**src/rtl/bus_access_sequencer.sv**
```systemverilog
// bus_access_sequencer: runs one CPU bus transaction at a time through decode, chip select and wait states
// Ports: clk/nRESET (async active-low); req_valid/req_ready/req_we/req_addr/req_wdata request side;
// resp_valid/resp_rdata/resp_err response side; dec_addr/dec_sel/dec_hit registered decoder link;
// cs_n/oe_n/we_n/bus_wdata/bus_rdata device bus.
module bus_access_sequencer #(
  parameter int N        = 32,
  parameter int DW       = 16,
  parameter int WS_SRAM0 = 2,
  parameter int WS_SRAM1 = 2,
  parameter int WS_UART  = 4,
  parameter int WS_CTRL  = 1
) (
  input  logic          clk,
  input  logic          nRESET,
  input  logic          req_valid,
  input  logic          req_we,
  input  logic [N-1:0]  req_addr,
  input  logic [DW-1:0] req_wdata,
  output logic          req_ready,
  output logic          resp_valid,
  output logic [DW-1:0] resp_rdata,
  output logic          resp_err,
  output logic [N-1:0]  dec_addr,
  input  logic [1:0]    dec_sel,
  input  logic          dec_hit,
  output logic [3:0]    cs_n,
  output logic          oe_n,
  output logic          we_n,
  output logic [DW-1:0] bus_wdata,
  input  logic [DW-1:0] bus_rdata
);
  typedef enum logic [2:0] {IDLE, DECODE, SELECT, ACCESS, RESP} state_t;
  state_t        state_q;
  logic          we_q, ready_q, rvalid_q, err_q, oe_n_q, we_n_q;
  logic [DW-1:0] wdata_q, rdata_q, bus_wdata_q;
  logic [N-1:0]  addr_q;
  logic [3:0]    cs_n_q, cnt_q, ws_d;
  assign ws_d = dec_sel == 2'd0 ? 4'(WS_SRAM0) :
                dec_sel == 2'd1 ? 4'(WS_SRAM1) :
                dec_sel == 2'd2 ? 4'(WS_UART)  : 4'(WS_CTRL);
  assign req_ready  = ready_q;
  assign resp_valid = rvalid_q;
  assign resp_rdata = rdata_q;
  assign resp_err   = err_q;
  assign dec_addr   = addr_q;
  assign cs_n       = cs_n_q;
  assign oe_n       = oe_n_q;
  assign we_n       = we_n_q;
  assign bus_wdata  = bus_wdata_q;
  always_ff @(posedge clk or negedge nRESET)
    if (!nRESET) begin
      state_q     <= IDLE;
      we_q        <= 1'b0;
      wdata_q     <= '0;
      addr_q      <= '0;
      ready_q     <= 1'b0;
      rvalid_q    <= 1'b0;
      rdata_q     <= '0;
      err_q       <= 1'b0;
      cs_n_q      <= 4'hF;
      oe_n_q      <= 1'b1;
      we_n_q      <= 1'b1;
      bus_wdata_q <= '0;
      cnt_q       <= '0;
    end else
      case (state_q)
        IDLE:
          if (req_valid && ready_q) begin
            we_q    <= req_we;
            wdata_q <= req_wdata;
            addr_q  <= req_addr;
            ready_q <= 1'b0;
            state_q <= DECODE;
          end else ready_q <= 1'b1;
        DECODE: state_q <= SELECT;
        SELECT:
          // dec_sel is only trusted on a hit, so an undefined select on a miss never reaches the strobes
          if (dec_hit) begin
            cnt_q       <= ws_d;
            cs_n_q      <= ~(4'b0001 << dec_sel);
            oe_n_q      <= we_q;
            we_n_q      <= ~we_q;
            bus_wdata_q <= we_q ? wdata_q : '0;
            state_q     <= ACCESS;
          end else begin
            err_q    <= 1'b1;
            rdata_q  <= '0;
            rvalid_q <= 1'b1;
            state_q  <= RESP;
          end
        ACCESS:
          if (cnt_q == 4'd0) begin
            rdata_q     <= we_q ? '0 : bus_rdata;
            err_q       <= 1'b0;
            rvalid_q    <= 1'b1;
            cs_n_q      <= 4'hF;
            oe_n_q      <= 1'b1;
            we_n_q      <= 1'b1;
            bus_wdata_q <= '0;
            state_q     <= RESP;
          end else cnt_q <= cnt_q - 4'd1;
        RESP: begin
          rvalid_q <= 1'b0;
          ready_q  <= 1'b1;
          state_q  <= IDLE;
        end
        default: state_q <= IDLE;
      endcase
endmodule

```
**config.mk**
```make
export PLATFORM = sky130hd
export DESIGN_NAME = bus_access_sequencer
export DESIGN_NICKNAME = d
export VERILOG_FILES = /design/src/rtl/bus_access_sequencer.sv
export SDC_FILE = /design/constraint.sdc
export NUM_CORES = 1
export LEC_CHECK = 0
export BUFFER_PORTS_ARGS = -buffer_cell sky130_fd_sc_hd__clkbuf_2
export CAP_MARGIN = 20
export CORE_ASPECT_RATIO = 1.4
export CORE_MARGIN = 2
export CORE_UTILIZATION = 53
export DETAILED_ROUTE_END_ITERATION = 12
export PLACE_DENSITY = 0.81
export SYNTH_ARGS = -nofsm -noshare
export SYNTH_HDL_FRONTEND = slang
export SYNTH_SLANG_ARGS = --single-unit
```
**constraint.sdc**
```tcl
create_clock -name clk -period 4.95 [get_ports clk]
set_input_delay 1.2375 -clock clk [delete_from_list [all_inputs] [get_ports clk]]
set_output_delay 1.2375 -clock clk [all_outputs]
set_load 0.1 [all_outputs]
```
Word-level counts from Yosys, hierarchy flattened
Cells that the tools add are included.
Cells by class
  shift operators: 1
  $add $sub $neg: 1
  order comparisons: 0
  multiplexer cells: 32
  reduce and logical (&&, ||, !) cells: 13
  divide/modulo/power cells: 0
  multipliers: 0
  bitwise logic cells: 2
  eq/ne operators: 11
Operators by type and width (count)
  $mux 16: 6
  $pmux 16 s2: 2
  $mux 3: 6
  $mux 4: 4
  $pmux 4 s2: 2
  $pmux 3 s4: 1
  $reduce_and 3->1: 4
  $ne 2x2->1 const B: 5
  $pmux 1 s2: 4
  $eq 3x2->1 const B: 2
  $mux 1: 6
  $logic_not 4->1: 1
  $not 4->4: 1
  $reduce_and 2->1: 2
  $reduce_bool 2->1: 2
  $shl 1x2->4 const A: 1
  $sub 4x1->4 const B: 1
  $eq 3x1->1 const B: 1
  $eq 3x3->1 const B: 1
  $logic_not 3->1: 1
  $pmux 1 s3: 1
  $reduce_bool 3->1: 1
  $eq 2x1->1 const B: 1
  $eq 2x2->1 const B: 1
  other kinds (3): 3
Storage, ports and cells
  flip-flop bits (word level): 97
  bits in writable memories: 0
  latch bits: 0
  memories: 0
  memory bits (read-only): 0

Depth between registers and ports, before layout
Gate-level depths: netlist of the first run.
  depth after elaboration: 6
  gate-level depth with buffers: 7
  mapped depth without buffers: 5

Worst setup path after synthesis of the first run
No wires, ideal clock.
  kind: input-to-reg
  start: input port req_valid
  end: register addr_q[21], in the netlist dec_addr[21]
  setup time: 0.125 ns
  cell stages on the path: 4
  setup slack: 2.665 ns
  arrival time: 2.160 ns
  cells stage by stage: nand2_1 -> nor4_2 -> buf_2 -> mux2_2
On the way
  word-level cells in the longest chain between the ends: 2
RTL lines
  from (decl): line 15  | input logic req_valid,
  $logic_and 1x1->1: line 68  | if (req_valid && ready_q) begin
  $reduce_and 2->1 (no source line)
  to (signal assigned): line 71  | addr_q <= req_addr;
  to (decl): line 36  | logic [N-1:0] addr_q;
No other way between the ends.
A chain may end at the register's enable or synchronous reset.

Worst setup path in the final report of the first run
  start: register cs_n_q[2], in the netlist cs_n[2]
  end: output port cs_n[2]
RTL lines
  from (decl): line 37  | logic [3:0] cs_n_q, cnt_q, ws_d;
  from (signal assigned): line 80  | cs_n_q <= ~(4'b0001 << dec_sel);
  to (decl): line 26  | output logic [3:0] cs_n,
No word-level cell between the ends.

==> out/metrics.cfg, run 1 <==
[status]
status=finished clean

[logic_synthesis]
synth_top_area_share_pct=59.03
yosys.cell_types.count=42
synthCells=269
synth_seq_cells=97
syn_nets=341
synth_edf_count=0
yosys_warnings=0
yosysSeqAreaShare_pct=63.12
syn_area_um2=3857
avgSynthCellArea_um2=14.34
yosys.area.top_type=dfrtp_1
synthTopCellsByCount=91 x dfrtp_1, 45 x mux2_2, 26 x a22o_1
synthArstFlopShare_pct=100.0
synth_area_leaders=dfrtp_1 59%, mux2_2 13%, a22o_1 5.9%, dfstp_2 4.1%, a22o_2 1.6%
synthFlopType=dfrtp_1
synth_most_common_cell=dfrtp_1

[sta]
hold_violations=0
timing.fmax_mhz=383.5
max_slew.worst_pin.slew_ns=0.8621
fin_setup_tns_ns=0
finalCritPeriodShare_pct=52.68
clock_skew_ns=0.01207
drv_slew=0
setup_violations=0
fin_crit_ns=2.608
hold-worst-slack_ns=0.4648
rsz0062_at_grt=false
slew_headroom_pct=42.52

[floorplanning]
row_count=36
core_um2=7027
dieArea_um2=7986
initial_core_util_pct=54.90
chipWidth_um=76.10
io_pins=144
fp.dieH_um=104.9

[cts]
clock_latency_ns=0.36
root_buffer=clkbuf_8
postCtsSetupBuffers=0
tritoncts=built
cts_inserted_buffers=9
htree_num_levels=3
clockBufferDepth=2
cts.sinks=97
cts_hold_buf=0
cts_resized=0
clkTransAtPathRegs_ns=0.09

[global_route]
met1_usage_pct=24.50
grt_overflow_total=0
busiest_layer=met2
antenna_found_initial=0
grt_max_degree=59
groute.layer.met3.usage_pct=4.922
grt_pass1_wl_um=13270
use_met2_pct=36.93
grt_pass1_vias=2806
track_usage_pct=21.06

[worst_setup_path]
cp-start-kind=flop
cp_slowest_stage_delay_ns=0.56
crit_arrival_ns=1.37
worstSetupPathType=flop to primary output
slowest_stage=dfstp_2
path_max_fanout=3
critical_path_buf_inv_count=1
cp_top_family=flip-flops
cp_cell_sequence=clkbuf_2
cp-end-kind=primary output
required_ns=3.71

[route]
remaining_drc_errors=0
via_count=2706
postRouteAntennaNets=0
first_iter_violations=161
viasPerCell=5.337
avgRoutedWirePerCell_um=15.81
firstDrtPassIters=5
wl_um=8014

[cells_and_area]
nets=480
antennaDiodeCount=0
drive_gt1_share_pct=54.13
fill_cells=553
areaGrowthSynthToFinish_pct=25.04

[placed_design]
dp_hpwl_um=5670
port_buffers=143
place_congestion=0.7872

[job]
maxCapViolations=0

[min_path]
hp-class=flop to flop

-- metal layers --
| layer | share of wire [%] | vias up |
|---|---|---|
| met1 | 40 | 1336 |
| met2 | 52 | 98 |
| met4 | 1.9 | 0 |
| met5 | 0 | - |
| li1 | - | 1260 |
| met3 | 5.3 | 12 |
-- cells by family (layout without fill, tap and decap cells) --
logic type               count (synthesis)  after routing  synth area share [%]
flip-flops                              97             97                 63.12
buffers and inverters                   29            172                 3.925
AND/OR/NAND/NOR                         30             30                 5.157
adder cells (fa/ha/maj)                  1              1                0.3243
AO/OA/AOI/OAI                           63             63                 13.17
multiplexers                            49             49                 14.30
-- through the flow --
step           cell area (µm²)  instances  setup slack, ns  util [%]
2_1_floorplan             3857        269            2.665         -
3_3_place_gp              4616        492            2.319     65.69
3_5_place_dp              4616        492            2.283     65.69
4_1_cts                   4823        507            2.325     68.64
5_1_grt                   4823        507            2.303     68.64
6_report                  4823        507            2.342     68.64
-- worst paths after layout --
kind	from	to	slack (ns)	cells after the start
setup / recovery	cs_n[2]	cs_n[2]	2.34	1
hold / removal	cs_n[0]	cs_n[0]	0.46	2
setup reg to reg	cnt_q[0]	resp_rdata[5]	2.80	5
hold reg to reg	cs_n[0]	cs_n[0]	0.46	2
max in group asynchronous	nRESET	req_ready	3.05	2
min in group asynchronous	nRESET	resp_rdata[5]	0.92	1
-- placed cells by master, fill, tap and decap left out, types with 5 or more instances in the layout --
| master | Yosys | routed |
|---|---|---|
| a21oi_1 | 8 | 8 |
| a22o_1 | 26 | 26 |
| a22o_2 | 6 | 6 |
| clkbuf_2 | 0 | 142 |
| clkbuf_8 | 0 | 9 |
| dfrtp_1 | 91 | 91 |
| dfstp_2 | 6 | 6 |
| inv_1 | 12 | 12 |
| mux2_2 | 45 | 45 |
| nor2_1 | 8 | 8 |
| o21ai_0 | 5 | 5 |
-- area by class of cell --
cell class / instances / area [µm²] / area share, %
clock buffers: 9 / 123.9 / 2.568
well taps: 95 / 118.9 / 2.464
multi-input cells: 143 / 1284 / 26.61
flip-flops and latches: 97 / 2435 / 50.48
clock inverters: 6 / 83.83 / 1.738
repair buffers: 145 / 733.2 / 15.20
inverters: 12 / 45.04 / 0.9339
-- state kept, by name (all words and copies together) (netlist names), 3 cells and up --
name and count:
cs_n 4, state_q 3, bus_wdata 16, cnt_q 4, dec_addr 32, wdata_q 16
resp_rdata 16
Power of run 1 is not shown: default switching activity piles up to over one toggle a cycle in this logic, so the estimate is an artifact.
==> run 2, diff against run 1 <==
--- a/config.mk
+++ b/config.mk
@@ -5,13 +5,14 @@
 export SDC_FILE = /design/constraint.sdc
 export NUM_CORES = 1
 export LEC_CHECK = 0
+export ABC_AREA = 1
 export BUFFER_PORTS_ARGS = -buffer_cell sky130_fd_sc_hd__clkbuf_2
 export CAP_MARGIN = 20
 export CORE_ASPECT_RATIO = 1.4
 export CORE_MARGIN = 2
-export CORE_UTILIZATION = 53
+export CORE_UTILIZATION = 49
 export DETAILED_ROUTE_END_ITERATION = 12
-export PLACE_DENSITY = 0.81
+export PLACE_DENSITY = 0.75
 export SYNTH_ARGS = -nofsm -noshare
 export SYNTH_HDL_FRONTEND = slang
 export SYNTH_SLANG_ARGS = --single-unit
==> constraint.sdc (replaced) <==
create_clock -name clk -period 2.4 [get_ports clk]
set_input_delay 0.6 -clock clk [delete_from_list [all_inputs] [get_ports clk]]
set_output_delay 0.6 -clock clk [all_outputs]
set_load 0.1 [all_outputs]
==> run 2 against run 1 <==
  * Hold slack worse by 0.32 ns
  * Register-to-register slack got worse by 2.0 ns
  * Core utilization shrank 4.5 points
  * Area after synthesis up 3.1%
  * Critical endpoint is now cs_n[1]
  * Via count rose by 25%
  * Sequential share of layout area down 1.8 points
  * First-iteration DRC count up 20%
  * Global-route usage is 0.091 points higher
  * Final area up 3.7%
  * Setup slack worse by 1.9 ns
==> out/metrics.cfg, run 2 <==
[status]
status=finished clean

[route]
avgRoutedWirePerCell_um=12.73  ; -19%
wl_um=8974  ; +12%
viasPerCell=4.794  ; -10%
firstDrtPassIters=4  ; -1
remaining_drc_errors=0  ; unchanged
via_count=3380  ; +25%
postRouteAntennaNets=0  ; unchanged
first_iter_violations=193  ; +20%

[floorplanning]
row_count=38  ; +5.6%
core_um2=7797  ; +11%
chipWidth_um=80.16  ; +5.3%
io_pins=144  ; unchanged
fp.dieH_um=110.6  ; +5.4%
initial_core_util_pct=51.03  ; -3.9 points
dieArea_um2=8867  ; +11%

[logic_synthesis]
synth_area_leaders=dfrtp_1 57%, nand2_1 24%, dfstp_2 4.0%, nand3_1 3.0%, inv_1 1.7%
yosysSeqAreaShare_pct=61.19  ; -1.9 points
synth_most_common_cell=nand2_1
syn_nets=531  ; +56%
avgSynthCellArea_um2=8.668  ; -40%
yosys.area.top_type=dfrtp_1
synthFlopType=dfrtp_1
synthTopCellsByCount=251 x nand2_1, 91 x dfrtp_1, 24 x nand3_1
synth_top_area_share_pct=57.23  ; -1.8 points
synthArstFlopShare_pct=100.0  ; unchanged
yosys.cell_types.count=24  ; -43%
synth_seq_cells=97  ; unchanged
syn_area_um2=3979  ; +3.1%
yosys_warnings=0  ; unchanged
synth_edf_count=0  ; unchanged
synthCells=459  ; +71%

[worst_setup_path]
crit_arrival_ns=1.36  ; about the same
slowest_stage=dfstp_2
timing.reg2reg.setup_slack_ns=0.77  ; -2.03 ns
timing.rr.end=cs_n[1]
setup.worst_path.start=cs_n[1]
r2r_cells=6  ; +1
cp-end-kind=primary output
cp_slowest_stage_delay_ns=0.55  ; about the same
crit_cells=1  ; unchanged
worstSetupPathType=flop to primary output
required_ns=1.80  ; -1.91 ns
critical_path_buf_inv_count=1  ; unchanged
path_max_fanout=2  ; -1
cp-start-kind=flop
rr_startpoint=cnt_q[0]
cp_cell_sequence=clkbuf_2
cp-endpoint=cs_n[1]
cp_top_family=flip-flops

[sta]
timing.fmax_mhz=510.8
slew_headroom_pct=48.78  ; +6.3 points
fin_crit_ns=1.958
setup_violations=0  ; unchanged
rsz0062_at_grt=false
finalCritPeriodShare_pct=81.57
clock_skew_ns=0.007284  ; -0.004789 ns
fin_setup_tns_ns=0  ; unchanged
hold_violations=0  ; unchanged
max_slew.worst_pin.slew_ns=0.7683  ; -0.09374 ns
drv_slew=0  ; unchanged
hold-worst-slack_ns=0.1447  ; -0.3201 ns

[cts]
cts_resized=0  ; unchanged
cts.sinks=97  ; unchanged
cts_hold_buf=0  ; unchanged
clock_latency_ns=0.36  ; about the same
cts_inserted_buffers=9  ; unchanged
htree_num_levels=3  ; unchanged
clkTransAtPathRegs_ns=0.09  ; about the same
tritoncts=built
root_buffer=clkbuf_8
postCtsSetupBuffers=0  ; unchanged
clockBufferDepth=2  ; unchanged

[global_route]
antenna_found_initial=0  ; unchanged
grt_pass1_vias=3263  ; +16%
groute.layer.met3.usage_pct=4.739  ; -0.18 points
track_usage_pct=21.15  ; +0.091 points
use_met2_pct=35.78  ; -1.1 points
met1_usage_pct=25.66  ; +1.2 points
grt_overflow_total=0  ; unchanged
grt_max_degree=52  ; -12%
grt_pass1_wl_um=14700  ; +11%
busiest_layer=met2

[cells_and_area]
final_common_cell=nand2_1
fill_cells=692  ; +25%
largest_register_ffs=32  ; unchanged
final_area_um2=5000  ; +3.7%
utilization_pct=64.12  ; -4.5 points
final_cell_mix=251 x nand2_1, 142 x clkbuf_2, 91 x dfrtp_1
antennaDiodeCount=0  ; unchanged
nets=672  ; +40%
areaGrowthSynthToFinish_pct=25.66
drive_gt1_share_pct=30.08  ; -24 points

[job]
maxCapViolations=0  ; unchanged

[min_path]
hp-class=input port to asynchronous set/reset pin

[placed_design]
dp_hpwl_um=6435  ; +13%
place_congestion=0.7680  ; -2.4%
port_buffers=143  ; unchanged
dpl_cell_area_um2=4756  ; +3.0%

run 2: cell count changes in the layout (fill, tap and decap cells not counted), sizes merged, moves of 3 or more:
cell,before,now
nand2,4,254
mux2,49,0
a22o,32,0
nand3,1,25
o21ai,7,20
inv,12,20
nor2,8,14
buf,3,7
a2bb2oi,3,0
run 2: through the flow:
| stage | instances | setup slack (ns) |
|---|---|---|
| 3_5_place_dp | 689 | 0.6482 |
| 2_1_floorplan | 459 | 0.5082 |
| 3_3_place_gp | 689 | 0.6944 |
| 5_1_grt | 705 | 0.3911 |
| 6_report | 705 | 0.4422 |
| 4_1_cts | 705 | 0.4248 |
run 2: how the worst min path moves through the flow:
stage	start	to	slack (ns)	cells past startpoint
finish	nRESET	dec_addr[26]	0.14	1
global placement	wdata_q[10]	bus_wdata[10]	0.45	2
global route	nRESET	dec_addr[26]	0.16	1
detailed placement	cs_n[3]	cs_n[3]	0.45	2
floorplan	nRESET	bus_wdata[0]	0.30	0
CTS	nRESET	resp_rdata[9]	0.14	1
run 2: cells by family (layout without fill, tap and decap cells):
group | after synthesis | after routing | share of synthesized area (%)
buf+inv | 40 | 186 | 5.094
compound gates | 27 | 27 | 3.648
flops | 97 | 97 | 61.19
simple gates | 294 | 294 | 29.75
fa+ha+maj | 1 | 1 | 0.3144
run 2: final cells by class:
type                       count  area (µm²)  area share (%)
multi-input combinational    322        1341           26.83
clock buffer                  11       141.4           2.828
sequential                    97        2435           48.70
tap                          100       125.1           2.503
inverter                      21       78.83           1.577
timing repair buffer         149       775.7           15.52
clock inverter                 5       102.6           2.052
run 2: routing by layer:
| layer | up-vias | part of all wire [%] | wire length, µm |
|---|---|---|---|
| li1 | 1687 | - | - |
| met1 | 1570 | 40 | 3612 |
| met2 | 106 | 52 | 4710 |
| met3 | 17 | 5.1 | 456 |
| met4 | 0 | 2.2 | 195 |
| met5 | - | 0 | 0 |
Power of run 2 is left out for the same reason.
